===== config.mk =====
export PLATFORM = sky130hd
export DESIGN_NAME = usb_ep_array_flat
export DESIGN_NICKNAME = d
export VERILOG_FILES = /design/src/rtl/usb_ep_array_pkg.sv /design/src/rtl/usb_ep_array_if.sv /design/src/rtl/usb_ep_dir.sv /design/src/rtl/usb_ep_array.sv /design/src/flat_wrapper.sv
export SDC_FILE = /design/constraint.sdc
export NUM_CORES = 1
export LEC_CHECK = 0
export CAP_MARGIN = 40
export CORE_MARGIN = 2
export CORE_UTILIZATION = 30
export DETAILED_ROUTE_END_ITERATION = 10
export GPL_TIMING_DRIVEN = 0
export PLACE_DENSITY = 0.56
export SYNTH_ARGS = -nofsm -noshare
export SYNTH_HDL_FRONTEND = slang
export SYNTH_SLANG_ARGS = --single-unit

===== constraint.sdc =====
create_clock -name clk -period 4 [get_ports clk]
set_clock_uncertainty 0.2 [all_clocks]
set_input_delay 0.6 -clock clk [delete_from_list [all_inputs] [get_ports clk]]
set_output_delay 0.6 -clock clk [all_outputs]
set_load 0.01 [all_outputs]

===== src/rtl/usb_ep_array_pkg.sv =====
// usb_pkg: handshake codes and control/status word bit positions shared by
// the endpoint array, its per-direction slices and the bus interface.
package usb_pkg;

    // Handshake codes presented to the protocol engine
    localparam logic [1:0] hs_ack   = 2'd0;
    localparam logic [1:0] hs_none  = 2'd1;
    localparam logic [1:0] hs_nak   = 2'd2;
    localparam logic [1:0] hs_stall = 2'd3;

    // Control word bits (bits [LEN_W-1:0] carry the IN byte count)
    localparam int CTRL_COMMIT     = 8;
    localparam int CTRL_SET_STALL  = 9;
    localparam int CTRL_CLR_STALL  = 10;
    localparam int CTRL_RST_TOGGLE = 11;
    localparam int CTRL_CANCEL     = 12;
    localparam int CTRL_CLR_DONE   = 13;
    localparam int CTRL_IRQ_EN     = 14;

    // Status word bits (bits [LEN_W-1:0] carry len[cpu_ptr])
    localparam int STAT_VALID_CUR = 8;
    localparam int STAT_VALID_OTH = 9;
    localparam int STAT_STALL     = 10;
    localparam int STAT_TOGGLE    = 11;
    localparam int STAT_CPU_PTR   = 12;
    localparam int STAT_WAS_SETUP = 13;
    localparam int STAT_DONE      = 15;

endpackage


===== src/rtl/usb_ep_array_if.sv =====
// Bus bundle between the endpoint array (slave) and the USB protocol engine
// plus CPU IO bus (master).
interface usb_ep_array_if #(parameter int LEN_W = 7) ();
    // USB protocol engine side
    logic [3:0]       endpoint;
    logic             direction_in;
    logic             setup;
    logic             success;
    logic [LEN_W-1:0] cnt;
    logic             toggle;
    logic [1:0]       handshake;
    logic             bank;
    logic             in_data_valid;
    // CPU IO side
    logic [3:0]       ctrl_ep;
    logic             ctrl_dir_in;
    logic             ctrl_wr_strobe;
    logic [15:0]      ctrl_wr_data;
    logic [15:0]      ctrl_rd_data;
    logic             irq;

    modport master (
        output endpoint, direction_in, setup, success, cnt,
        output ctrl_ep, ctrl_dir_in, ctrl_wr_strobe, ctrl_wr_data,
        input  toggle, handshake, bank, in_data_valid, ctrl_rd_data, irq
    );

    modport slave (
        input  endpoint, direction_in, setup, success, cnt,
        input  ctrl_ep, ctrl_dir_in, ctrl_wr_strobe, ctrl_wr_data,
        output toggle, handshake, bank, in_data_valid, ctrl_rd_data, irq
    );
endinterface


===== src/rtl/usb_ep_dir.sv =====
// usb_ep_dir: state of one direction of one endpoint -- two buffer banks,
// USB/CPU bank pointers, data toggle, stall, sticky done, SETUP marker.
// Optional macro USB_EP_IRQ_MASK_EN adds a per-direction interrupt enable.
module usb_ep_dir
    import usb_pkg::*;
#(
    parameter bit IS_IN = 1'b0,
    parameter int LEN_W = 7
) (
    input  logic                  clk,
    input  logic                  rst,
    input  logic                  i_usb_hit,    // success addressed here
    input  logic                  i_setup,
    input  logic                  i_setup_hit,  // SETUP success on this endpoint
    input  logic [LEN_W-1:0]      i_cnt,
    input  logic                  i_ctrl_wr,    // control write addressed here
    input  logic [15:0]           i_ctrl_data,
    output logic [1:0]            o_valid,
    output logic [1:0][LEN_W-1:0] o_len,
    output logic                  o_usb_ptr,
    output logic                  o_cpu_ptr,
    output logic                  o_toggle,
    output logic                  o_stall,
    output logic                  o_done,
    output logic                  o_was_setup,
    output logic                  o_irq_src
);
    logic [1:0]            r_valid;
    logic [1:0][LEN_W-1:0] r_len;
    logic                  r_usb_ptr, r_cpu_ptr, r_toggle, r_stall, r_done, r_was_setup;
    logic                  w_cancel, w_hit, w_unused_data;

    // A cancel in the same cycle discards the completing transaction entirely
    assign w_cancel      = i_ctrl_wr && i_ctrl_data[CTRL_CANCEL];
    assign w_hit         = i_usb_hit && !w_cancel;
    assign w_unused_data = ^i_ctrl_data;

    // Bank/toggle/stall state; later statements take precedence (cancel last)
    always_ff @(posedge clk) begin
        if (rst) begin
            r_valid     <= '0;
            r_len       <= '0;
            r_usb_ptr   <= 1'b0;
            r_cpu_ptr   <= 1'b0;
            r_toggle    <= 1'b0;
            r_stall     <= 1'b0;
            r_was_setup <= 1'b0;
        end else begin
            if (w_hit) begin
                r_valid[r_usb_ptr] <= 1'b0;
                r_usb_ptr          <= ~r_usb_ptr;
                r_toggle           <= ~r_toggle;
                if (!IS_IN) begin
                    r_len[r_usb_ptr] <= i_cnt;
                    r_was_setup      <= i_setup;
                end
            end
            if (i_setup_hit) begin
                r_toggle <= 1'b1;
                r_stall  <= 1'b0;
                if (IS_IN) begin
                    r_valid   <= '0;
                    r_usb_ptr <= 1'b0;
                    r_cpu_ptr <= 1'b0;
                end
            end
            if (i_ctrl_wr) begin
                // Commit lands on cpu_ptr, which is never the bank USB is draining
                if (i_ctrl_data[CTRL_COMMIT] && !r_valid[r_cpu_ptr]) begin
                    r_valid[r_cpu_ptr] <= 1'b1;
                    r_cpu_ptr          <= ~r_cpu_ptr;
                    if (IS_IN)
                        r_len[r_cpu_ptr] <= i_ctrl_data[LEN_W-1:0];
                end
                if (i_ctrl_data[CTRL_SET_STALL])
                    r_stall <= 1'b1;
                else if (i_ctrl_data[CTRL_CLR_STALL])
                    r_stall <= 1'b0;
                if (i_ctrl_data[CTRL_RST_TOGGLE])
                    r_toggle <= 1'b0;
                if (w_cancel) begin
                    r_valid   <= '0;
                    r_usb_ptr <= 1'b0;
                    r_cpu_ptr <= 1'b0;
                end
            end
        end
    end

    // Sticky completion flag; a new completion beats a CPU clear
    always_ff @(posedge clk) begin
        if (rst)
            r_done <= 1'b0;
        else if (w_hit)
            r_done <= 1'b1;
        else if (i_ctrl_wr && i_ctrl_data[CTRL_CLR_DONE])
            r_done <= 1'b0;
    end

`ifdef USB_EP_IRQ_MASK_EN
    logic r_mask;

    // Interrupt enable, rewritten by every control write to this ep/dir
    always_ff @(posedge clk) begin
        if (rst)
            r_mask <= 1'b0;
        else if (i_ctrl_wr)
            r_mask <= i_ctrl_data[CTRL_IRQ_EN];
    end

    assign o_irq_src = r_done && r_mask;
`else
    assign o_irq_src = r_done;
`endif

    assign o_valid     = r_valid;
    assign o_len       = r_len;
    assign o_usb_ptr   = r_usb_ptr;
    assign o_cpu_ptr   = r_cpu_ptr;
    assign o_toggle    = r_toggle;
    assign o_stall     = r_stall;
    assign o_done      = r_done;
    assign o_was_setup = r_was_setup;
endmodule


===== src/rtl/usb_ep_array.sv =====
// usb_ep_array: EP_COUNT double-buffered bidirectional endpoints, the
// zero-latency endpoint mux toward the protocol engine, the CPU status
// register and the completion interrupt.
// Optional macro USB_EP_IRQ_MASK_EN: per ep/dir interrupt enable.
module usb_ep_array
    import usb_pkg::*;
#(
    parameter int EP_COUNT = 2,
    parameter int LEN_W    = 7
) (
    input logic           clk,
    input logic           rst,
    usb_ep_array_if.slave bus
);
    localparam int N = 2 * EP_COUNT;   // slice index = 2*ep + direction_in

    logic [N-1:0][1:0]            w_valid;
    logic [N-1:0][1:0][LEN_W-1:0] w_len;
    logic [N-1:0]                 w_usb_ptr, w_cpu_ptr, w_toggle, w_stall;
    logic [N-1:0]                 w_done, w_was_setup, w_irq_src;
    logic [EP_COUNT-1:0]          w_setup_hit;
    logic                         w_hit, w_s_vld, w_s_ptr, w_s_tog, w_s_stall;
    logic [LEN_W-1:0]             w_s_len;
    logic [15:0]                  w_stat, r_rd_data;
    logic                         r_irq;

    for (genvar e = 0; e < EP_COUNT; e++) begin : g_ep
        assign w_setup_hit[e] = bus.success && bus.setup && (bus.endpoint == 4'(e));
        for (genvar d = 0; d < 2; d++) begin : g_dir
            localparam int I = 2 * e + d;
            usb_ep_dir #(.IS_IN(d == 1), .LEN_W(LEN_W)) u_dir (
                .clk         (clk),
                .rst         (rst),
                .i_usb_hit   (bus.success && (bus.endpoint == 4'(e)) && (bus.direction_in == 1'(d))),
                .i_setup     (bus.setup),
                .i_setup_hit (w_setup_hit[e]),
                .i_cnt       (bus.cnt),
                .i_ctrl_wr   (bus.ctrl_wr_strobe && (bus.ctrl_ep == 4'(e)) && (bus.ctrl_dir_in == 1'(d))),
                .i_ctrl_data (bus.ctrl_wr_data),
                .o_valid     (w_valid[I]),
                .o_len       (w_len[I]),
                .o_usb_ptr   (w_usb_ptr[I]),
                .o_cpu_ptr   (w_cpu_ptr[I]),
                .o_toggle    (w_toggle[I]),
                .o_stall     (w_stall[I]),
                .o_done      (w_done[I]),
                .o_was_setup (w_was_setup[I]),
                .o_irq_src   (w_irq_src[I])
            );
        end
    end

    // Select the slice addressed by the protocol engine; no hit means ep >= EP_COUNT
    always_comb begin
        w_hit = 1'b0; w_s_vld = 1'b0; w_s_len = '0;
        w_s_ptr = 1'b0; w_s_tog = 1'b0; w_s_stall = 1'b0;
        for (int i = 0; i < N; i++) begin
            if ({bus.endpoint, bus.direction_in} == 5'(i)) begin
                w_hit     = 1'b1;
                w_s_ptr   = w_usb_ptr[i];
                w_s_vld   = w_valid[i][w_usb_ptr[i]];
                w_s_len   = w_len[i][w_usb_ptr[i]];
                w_s_tog   = w_toggle[i];
                w_s_stall = w_stall[i];
            end
        end
    end

    // USB-side outputs, combinational; forced to idle/stall while in reset
    always_comb begin
        bus.handshake     = hs_stall;
        bus.toggle        = 1'b0;
        bus.bank          = 1'b0;
        bus.in_data_valid = 1'b0;
        if (!rst && w_hit) begin
            bus.toggle        = w_s_tog;
            bus.bank          = w_s_ptr;
            bus.in_data_valid = bus.direction_in && w_s_vld && (bus.cnt < w_s_len);
            if (w_s_stall)    bus.handshake = hs_stall;
            else if (w_s_vld) bus.handshake = hs_ack;
            else              bus.handshake = hs_nak;
        end
    end

    // Status word of the CPU-selected slice; unimplemented endpoints read 0
    always_comb begin
        w_stat = '0;
        for (int i = 0; i < N; i++) begin
            if ({bus.ctrl_ep, bus.ctrl_dir_in} == 5'(i)) begin
                w_stat[LEN_W-1:0]     = w_len[i][w_cpu_ptr[i]];
                w_stat[STAT_VALID_CUR] = w_valid[i][w_cpu_ptr[i]];
                w_stat[STAT_VALID_OTH] = w_valid[i][~w_cpu_ptr[i]];
                w_stat[STAT_STALL]     = w_stall[i];
                w_stat[STAT_TOGGLE]    = w_toggle[i];
                w_stat[STAT_CPU_PTR]   = w_cpu_ptr[i];
                w_stat[STAT_WAS_SETUP] = w_was_setup[i];
                w_stat[STAT_DONE]      = w_done[i];
            end
        end
    end

    // Register the status word and the interrupt
    always_ff @(posedge clk) begin
        if (rst) begin
            r_rd_data <= '0;
            r_irq     <= 1'b0;
        end else begin
            r_rd_data <= w_stat;
            r_irq     <= |w_irq_src;
        end
    end

    assign bus.ctrl_rd_data = r_rd_data;
    assign bus.irq          = r_irq;
endmodule


===== src/flat_wrapper.sv =====
// flat-port wrapper written by rule: the top's interface ports become plain ports
module usb_ep_array_flat import usb_pkg::*;
#(
    parameter int EP_COUNT = 2,
    parameter int LEN_W    = 7
)
  (clk, rst, bus_endpoint, bus_direction_in, bus_setup, bus_success, bus_cnt, bus_ctrl_ep, bus_ctrl_dir_in, bus_ctrl_wr_strobe, bus_ctrl_wr_data, bus_toggle, bus_handshake, bus_bank, bus_in_data_valid, bus_ctrl_rd_data, bus_irq);
  usb_ep_array_if #(.LEN_W(LEN_W)) bus_i ();
  input logic clk;
  input logic rst;
  input wire logic [$bits(bus_i.endpoint)-1:0] bus_endpoint;
  input wire logic [$bits(bus_i.direction_in)-1:0] bus_direction_in;
  input wire logic [$bits(bus_i.setup)-1:0] bus_setup;
  input wire logic [$bits(bus_i.success)-1:0] bus_success;
  input wire logic [$bits(bus_i.cnt)-1:0] bus_cnt;
  input wire logic [$bits(bus_i.ctrl_ep)-1:0] bus_ctrl_ep;
  input wire logic [$bits(bus_i.ctrl_dir_in)-1:0] bus_ctrl_dir_in;
  input wire logic [$bits(bus_i.ctrl_wr_strobe)-1:0] bus_ctrl_wr_strobe;
  input wire logic [$bits(bus_i.ctrl_wr_data)-1:0] bus_ctrl_wr_data;
  output wire logic [$bits(bus_i.toggle)-1:0] bus_toggle;
  output wire logic [$bits(bus_i.handshake)-1:0] bus_handshake;
  output wire logic [$bits(bus_i.bank)-1:0] bus_bank;
  output wire logic [$bits(bus_i.in_data_valid)-1:0] bus_in_data_valid;
  output wire logic [$bits(bus_i.ctrl_rd_data)-1:0] bus_ctrl_rd_data;
  output wire logic [$bits(bus_i.irq)-1:0] bus_irq;
  assign bus_i.endpoint = bus_endpoint;
  assign bus_i.direction_in = bus_direction_in;
  assign bus_i.setup = bus_setup;
  assign bus_i.success = bus_success;
  assign bus_i.cnt = bus_cnt;
  assign bus_i.ctrl_ep = bus_ctrl_ep;
  assign bus_i.ctrl_dir_in = bus_ctrl_dir_in;
  assign bus_i.ctrl_wr_strobe = bus_ctrl_wr_strobe;
  assign bus_i.ctrl_wr_data = bus_ctrl_wr_data;
  assign bus_toggle = bus_i.toggle;
  assign bus_handshake = bus_i.handshake;
  assign bus_bank = bus_i.bank;
  assign bus_in_data_valid = bus_i.in_data_valid;
  assign bus_ctrl_rd_data = bus_i.ctrl_rd_data;
  assign bus_irq = bus_i.irq;
  usb_ep_array #(.EP_COUNT(EP_COUNT), .LEN_W(LEN_W)) u_core (.clk(clk), .rst(rst), .bus(bus_i));
endmodule

# Word-level counts from Yosys, hierarchy flattened
# Index checks and enable logic that the tools add are counted.
[totals]
reg_bits = 103
input_bits = 38
output_inout_bits = 22
word_cells = 356
[op_classes]
n_lt_le_gt_ge = 21
eq_ne = 8
mux = 198
bitwise = 26
reduce_logical = 66
[op_table]
columns = ["operator", "count"]
rows = [
  ["$mux 7", 28],
  ["$mux 1", 125],
  ["$bwmux 14", 4],
  ["$mux 2", 25],
  ["$logic_and 1x1->1", 42],
  ["$demux 7 s1", 4],
  ["$lt 1x2->1 const B", 12],
  ["$mux 6", 4],
  ["$eq 5x2->1 const B", 4],
  ["$not 1->1", 14],
  ["$reduce_bool 2->1", 6],
  ["$eq 5x1->1 const B", 2],
  ["$logic_not 5->1", 2],
  ["$logic_not 1->1", 9],
  ["$and 2x2->2", 4],
  ["$demux 1 s1", 8],
  ["$eq 4x1->1 const B", 2],
  ["$ge 1x1->1 const B", 8],
  ["$logic_not 4->1", 2],
  ["$not 2->2", 4],
  ["$or 2x2->2", 4],
  ["$reduce_and 2->1", 4],
  ["$lt 7x7->1", 1],
  ["$reduce_or 4->1", 1],
]

# Logic depth before layout (Yosys ltp)
# Gate-level depths: netlist of the first run.
[depth]
word_depth = 13
ltp_mapped = 10
ltp_nobuf = 8

# Hierarchy
# A second synthesis of the first run with hierarchy kept.
[hier_totals]
cells_unflattened = 581
area_unflattened_um2 = 5552.8
[modules_own_cells]
columns = ["module", "instances", "cells_per_inst", "area_per_inst_um2", "seq_area_each_um2"]
rows = [
  ["usb_ep_array", 1, 233, 2070.7, 300.3],
  ["usb_ep_dir at u_core.g_ep[0].g_dir[1].u_dir ...", 2, 81, 828.3, 420.4],
  ["usb_ep_dir at u_core.g_ep[0].g_dir[0].u_dir", 1, 93, 917.1, 440.4],
  ["usb_ep_dir at u_core.g_ep[1].g_dir[0].u_dir", 1, 93, 908.4, 440.4],
]

# Worst setup path before layout of the first run
# OpenSTA, ideal clock, no wires.
[synth_path]
kind = "input to output"
from = "in bus_direction_in"
to = "out bus_in_data_valid"
arrival_time_ps = 2908
t_required_ps = 3200
slack_ps = 292
path_stages = 8
path_buffers = 1
cell_sequence = "buf_1 > mux4_2 > nand2b_1 > ha_1 > a21o_1 > a21o_1 > a2111oi_0 > o311a_1"
[synth_between]
elab_chain_len = 8
word_cells_on_any_way = 21
classes_between = "1 x order compare; 3 x eq/ne; 13 x mux; 4 x reduce/logical"
[synth_rtl]
columns = ["item", "line_no", "text"]
rows = [
  ["from (decl)", "flat_wrapper.sv:12", "input wire logic [$bits(bus_i.direction_in)-1:0] bus_direction_in;"],
  ["$logic_not 5->1", "usb_ep_array.sv:58", "if ({bus.endpoint, bus.direction_in} == 5'(i)) begin"],
  ["$mux 7 or $mux 1 (tied branches) (4 in series)", "usb_ep_array.sv:58", ""],
  ["$lt 7x7->1 or $logic_and 1x1->1 (tied branches)", "usb_ep_array.sv:78", "bus.in_data_valid = bus.direction_in && w_s_vld && (bus.cnt < w_s_len);"],
  ["$logic_and 1x1->1", "usb_ep_array.sv:78", ""],
  ["$mux 1 (*)", "usb_ep_array.sv:75", "if (!rst && w_hit) begin"],
  ["to (decl)", "flat_wrapper.sv:23", "output wire logic [$bits(bus_i.in_data_valid)-1:0] bus_in_data_valid;"],
]
# Every way passes the cells marked *; elsewhere a longest branch is shown, timed or not.

# Worst setup path in the final report of the first run
[layout_path]
from = "in bus_endpoint[1]"
to = "out bus_in_data_valid"
[layout_between]
elab_chain_len = 8
word_cells_on_any_way = 21
classes_between = "1 x order compare; 3 x eq/ne; 13 x mux; 4 x reduce/logical"
[layout_rtl]
columns = ["item", "line_no", "text"]
rows = [
  ["from (decl)", "flat_wrapper.sv:11", "input wire logic [$bits(bus_i.endpoint)-1:0] bus_endpoint;"],
  ["$logic_not 5->1", "usb_ep_array.sv:58", ""],
  ["$mux 7 or $mux 1 (tied branches) (4 in series)", "usb_ep_array.sv:58", ""],
  ["$lt 7x7->1 or $logic_and 1x1->1 (tied branches)", "usb_ep_array.sv:78", ""],
  ["$logic_and 1x1->1", "usb_ep_array.sv:78", ""],
  ["$mux 1 (*)", "usb_ep_array.sv:75", ""],
]
# Marked as above.

==> run_results.csv, run 1 <==
group,metric,value,unit
floorplan,boundaryPins,60,
floorplan,die-height,138.4,µm
detailed_routing,drc,0,
power_and_ir_drop,power_density,304.8,nW/µm²
layout,antennaDiodeCount,0,
hold_path,worst_hold_path_cell_count,2,
placement,hpwlAfterDp,12910,µm
detailed_routing,finalWirelength,17770,µm
synth,synth_enable_flop_cells,0,
sta,finalCriticalPeriod,3.910,ns
hold_path,worstHoldEndpoint,"u_core.g_ep[1].g_dir[0].u_dir.o_done",
detailed_routing,detail-route-antenna-nets,0,
synth,synth_warnings,0,
cts,clk-insertion-delay-late,0.35,ns
power_and_ir_drop,p_sw,0.0005162,W
power_and_ir_drop,clock_power_share,40.7,%
sta,worst_slew_margin_rel,47.06,%
floorplan,core.rowCount,49,
synth,leading_area_contributor_after_synthesis,"sky130_fd_sc_hd__dfxtp_1",
detailed_routing,post_drt_via_cell_ratio,5.490,
synth,synth-main-ff-cell,"sky130_fd_sc_hd__dfxtp_1",
synth,synth-seq-cells,101,
hold_path,hp-class,"flop to flop",
power_and_ir_drop,cellLeakagePower,2.290,nW
layout,layout.cells.non_filler,861,
worst_setup_path,crit_path_max_fanout,6,
cts,cts-htree-levels,3,
sta,setup_viol_count_final,0,
power_and_ir_drop,p_seq_share,50.1,%
grt,grt_antenna_before_repair,0,
synth,yosysSeqAreaShare,37.34,%
layout,layout-area-overhead-vs-synth,22.57,%
power_and_ir_drop,swShare,25.52,%
cts,clk_sink_count,101,
synth,synthDominantCellAreaShare,37.34,%
cts,clock_path_buffers,2,
synth,netlist_instances,557,
worst_setup_path,regToRegEndpoint,"u_core.bus.ctrl_rd_data[9]",
synth,ys_types,61,
worst_setup_path,critPathCaptureType,"output port",
synth,syn_area_per_cell,9.722,µm²
worst_setup_path,worst-r2r-setup-slack,1.37,ns
cts,cts_buffers,9,
detailed_routing,drt-initial-drc-count,632,
grt,globalRoute.totalOverflow,0,
floorplan,floorplan.die_area,19140,µm²
worst_setup_path,critPathLaunchType,"input port",
run,max_cap_viol_count,0,
sta,timing_max_transition_violations_final,0,
worst_setup_path,crit_type,"input port to output port",
floorplan,floorplan.initialDensity,30.35,%
cts,clk_root_buffer_cell,"sky130_fd_sc_hd__clkbuf_16",
floorplan,core,17840,µm²
detailed_routing,via_count,4727,
grt,grt_first_pass_wirelength,27310,µm
synth,netlist_top_cells_area,"sky130_fd_sc_hd__dfxtp_1 (37%), sky130_fd_sc_hd__mux2i_1 (20%), sky130_fd_sc_hd__nor2_1 (5.5%)",
detailed_routing,wl_per_cell,20.64,µm
sta,final_min_period_over_clock_period,97.76,%
layout,post_route_cells_drive_above_1_share,15.51,%
placement,detailedPlace.worstSlack,-1.369,ns
synth,synth.cell_area,5415,µm²
cts,cts.hold.buffers_added,0,
worst_setup_path,critical_path.reg2reg.startpoint,"u_core.g_ep[0].g_dir[0].u_dir.o_cpu_ptr",
worst_setup_path,crit_arrival,3.11,ns
power_and_ir_drop,power.combinational.fraction,9.2,%
worst_setup_path,worst-endpoint-required,3.20,ns
synth,asyncSetResetFlopFracSynth,0,%
worst_setup_path,number_of_cell_instances_on_the_worst_register_to_register_path,6,
floorplan,die_width,138.4,µm
placement,place.gp.congestion,0.9454,
status,status,"finished, final reports clean",
layout,finish.net_count,675,
grt,grt_start_max_net_pins,17,
power_and_ir_drop,cellInternalPower,0.001507,W
detailed_routing,detailedRoute.firstPassIterationCount,7,
placement,port-buffer-count,52,
sta,worst_slew_pin_slew,0.7941,ns
hold_path,hold_start,"u_core.g_ep[1].g_dir[0].u_dir.o_done",
cts,path_clk_slew,0.07,ns
power_and_ir_drop,ir_worst_vdd,0.2048,mV
grt,grt_util_all_layers,18.34,%
layout,filler_cell_count,1751,
sta,max_freq,0.2557,GHz
sta,finalHoldViolations,0,
placement,post_place_cells,840,
cts,clock_tree_from_tritoncts,"built",
sta,final_critical_path_setup_slack,0.08973,ns
layout,commonest_non_fill_non_tap_cells_in_the_layout,"sky130_fd_sc_hd__mux2i_1 (105), sky130_fd_sc_hd__dfxtp_1 (97), sky130_fd_sc_hd__nor2_1 (80), sky130_fd_sc_hd__clkdlybuf4s50_1 (49), sky130_fd_sc_hd__clkbuf_1 (25)",
sta,grt_setup_unrepaired,"false",
grt,vias_in_the_first_global_route,4692,
layout,mostFrequentLayoutCell,"sky130_fd_sc_hd__mux2i_1",
[layer usage]
layer,GRT usage [%],vias to the layer above,routed length (µm)
met5,0,-,0
met4,6.391,0,533
li1,-,2199,-
met2,29.78,230,8321
met1,24.28,2256,7624
met3,3.810,42,1291
[sequential cells by signal, summed over array words and instances (netlist names), 4 cells and up]
| name | count |
|---|---|
| u_core.g_ep.g_dir.u_dir.o_stall | 4 |
| u_core.g_ep.g_dir.u_dir.o_usb_ptr | 4 |
| u_core.bus.ctrl_rd_data | 14 |
| u_core.g_ep.g_dir.u_dir.o_len | 56 |
| u_core.g_ep.g_dir.u_dir.o_valid | 8 |
| u_core.g_ep.g_dir.u_dir.o_done | 4 |
| u_core.g_ep.g_dir.u_dir.o_toggle | 4 |
| u_core.g_ep.g_dir.u_dir.o_cpu_ptr | 4 |
[repair_timing]
item,4_1_cts,5_1_grt
pin swaps,2,1
setup endpoints to repair,1,1
buffers inserted,6,0
resized for setup,33,4
[Yosys cell counts (2+ instances only)]
| library cell | number |
|---|---|
| sky130_fd_sc_hd__mux4_2 | 9 |
| sky130_fd_sc_hd__o221a_2 | 2 |
| sky130_fd_sc_hd__nor4_1 | 2 |
| sky130_fd_sc_hd__a211oi_1 | 3 |
| sky130_fd_sc_hd__or3_1 | 4 |
| sky130_fd_sc_hd__mux2i_1 | 106 |
| sky130_fd_sc_hd__buf_4 | 3 |
| sky130_fd_sc_hd__nand3_1 | 14 |
| sky130_fd_sc_hd__a22o_1 | 4 |
| sky130_fd_sc_hd__and3_1 | 2 |
| sky130_fd_sc_hd__xor2_1 | 2 |
| sky130_fd_sc_hd__ha_1 | 10 |
| sky130_fd_sc_hd__nand4_2 | 2 |
| sky130_fd_sc_hd__nor4_2 | 2 |
| sky130_fd_sc_hd__clkbuf_1 | 25 |
| sky130_fd_sc_hd__o21ai_0 | 6 |
| sky130_fd_sc_hd__mux2_2 | 18 |
| sky130_fd_sc_hd__nor2b_1 | 8 |
| sky130_fd_sc_hd__a211oi_2 | 2 |
| sky130_fd_sc_hd__nand2_1 | 15 |
| sky130_fd_sc_hd__nor3_1 | 7 |
| sky130_fd_sc_hd__o311ai_0 | 2 |
| sky130_fd_sc_hd__a2111oi_0 | 3 |
| sky130_fd_sc_hd__o211ai_1 | 2 |
| sky130_fd_sc_hd__o22ai_1 | 9 |
| sky130_fd_sc_hd__a31oi_1 | 5 |
| sky130_fd_sc_hd__nor2_1 | 80 |
| sky130_fd_sc_hd__a32oi_1 | 2 |
| sky130_fd_sc_hd__a21o_1 | 2 |
| sky130_fd_sc_hd__a31o_2 | 3 |
| sky130_fd_sc_hd__or4_1 | 3 |
| sky130_fd_sc_hd__or2_2 | 4 |
| sky130_fd_sc_hd__inv_1 | 8 |
| sky130_fd_sc_hd__nor4b_2 | 2 |
| sky130_fd_sc_hd__nand4_1 | 8 |
| sky130_fd_sc_hd__or4b_1 | 3 |
| sky130_fd_sc_hd__nand2b_1 | 11 |
| sky130_fd_sc_hd__nor2_2 | 3 |
| sky130_fd_sc_hd__a222oi_1 | 12 |
| sky130_fd_sc_hd__buf_1 | 5 |
| sky130_fd_sc_hd__a21oi_1 | 16 |
| sky130_fd_sc_hd__buf_2 | 9 |
| sky130_fd_sc_hd__dfxtp_1 | 101 |
[metrics by stage]
stage / instance area [µm²] / TNS [ns] / util [%] / total power, W / hold slack (ns)
global route: 6638 / 0 / 37.20 / 0.002091 / 0.3082
CTS: 6638 / 0 / 37.20 / 0.002029 / 0.2798
finish: 6638 / 0 / 37.20 / 0.002023 / 0.2834
floorplan: 5419 / 0 / - / 0.001117 / 0.2487
global placement: 6226 / -2.389 / 34.90 / 0.001205 / 0.2656
detailed placement: 6231 / -1.369 / 34.93 / 0.001206 / 0.2715
[power groups by stage]
| stage | combinational (W) | clock (W) | sequential, W |
|---|---|---|---|
| floorplan | 0.0000802 | 0 | 0.00104 |
| global placement | 0.000168 | 0 | 0.00104 |
| detailed placement | 0.000169 | 0 | 0.00104 |
| CTS | 0.000181 | 0.000834 | 0.00101 |
| global route | 0.000196 | 0.000880 | 0.00101 |
| finish | 0.000186 | 0.000823 | 0.00101 |
[cells by family (layout without fill, tap and decap cells)]
group                      count (synthesis)  after routing  share of synthesized area (%)
AOI/OAI and AO/OA                         85             85                          12.45
xor gates and xnor gates                   2              2                         0.3235
adders and majority gates                 10             10                          2.311
buffers and inverters                     52            126                          4.159
DFF                                      101            101                          37.34
muxes                                    133            133                          27.08
other                                      1              2                        0.06925
and+or+nand+nor                          173            173                          16.27
[worst max path at each step]
stage | from | end | slack (ns) | cells past startpoint
after global placement | bus_direction_in | bus_in_data_valid | -1.51 | 10
final | bus_endpoint[1] | bus_in_data_valid | 0.09 | 10
after floorplan | bus_direction_in | bus_in_data_valid | 0.29 | 8
after detailed placement | bus_direction_in | bus_in_data_valid | -1.37 | 10
after global routing | u_core.g_ep[1].g_dir[1].u_dir.o_usb_ptr | bus_in_data_valid | 0.01 | 10
after CTS | u_core.g_ep[1].g_dir[1].u_dir.o_usb_ptr | bus_in_data_valid | 0.05 | 10
[cell type report]
class / instances / area, µm² / area share (%)
sequential: 101 / 2029 / 30.57
clock inverter: 5 / 36.28 / 0.5467
inverter: 9 / 33.78 / 0.5090
multi-input combinational: 405 / 3218 / 48.48
buffer: 42 / 232.7 / 3.506
clock buffer: 11 / 232.7 / 3.506
tap: 229 / 286.5 / 4.317
timing repair buffer: 59 / 568.0 / 8.558
[critical path, cell delays in order]
cell and delay, ns:
sky130_fd_sc_hd__clkdlybuf4s50_1 0.51, sky130_fd_sc_hd__nor3_4 0.28, sky130_fd_sc_hd__buf_4 0.20, sky130_fd_sc_hd__nand2b_1 0.07
sky130_fd_sc_hd__ha_1 0.29, sky130_fd_sc_hd__a21o_1 0.18, sky130_fd_sc_hd__a21o_1 0.20, sky130_fd_sc_hd__a2111oi_4 0.37
sky130_fd_sc_hd__o311a_1 0.25, sky130_fd_sc_hd__buf_2 0.15
Power figures use the tool's default switching activity.
==> inputs of run 2 (changes only) <==
SKIP_LAST_GASP = 1   (was unset)
==> results of run 2 <==
Same layout as run 1: the final DEF is identical, and so are final timing and power.
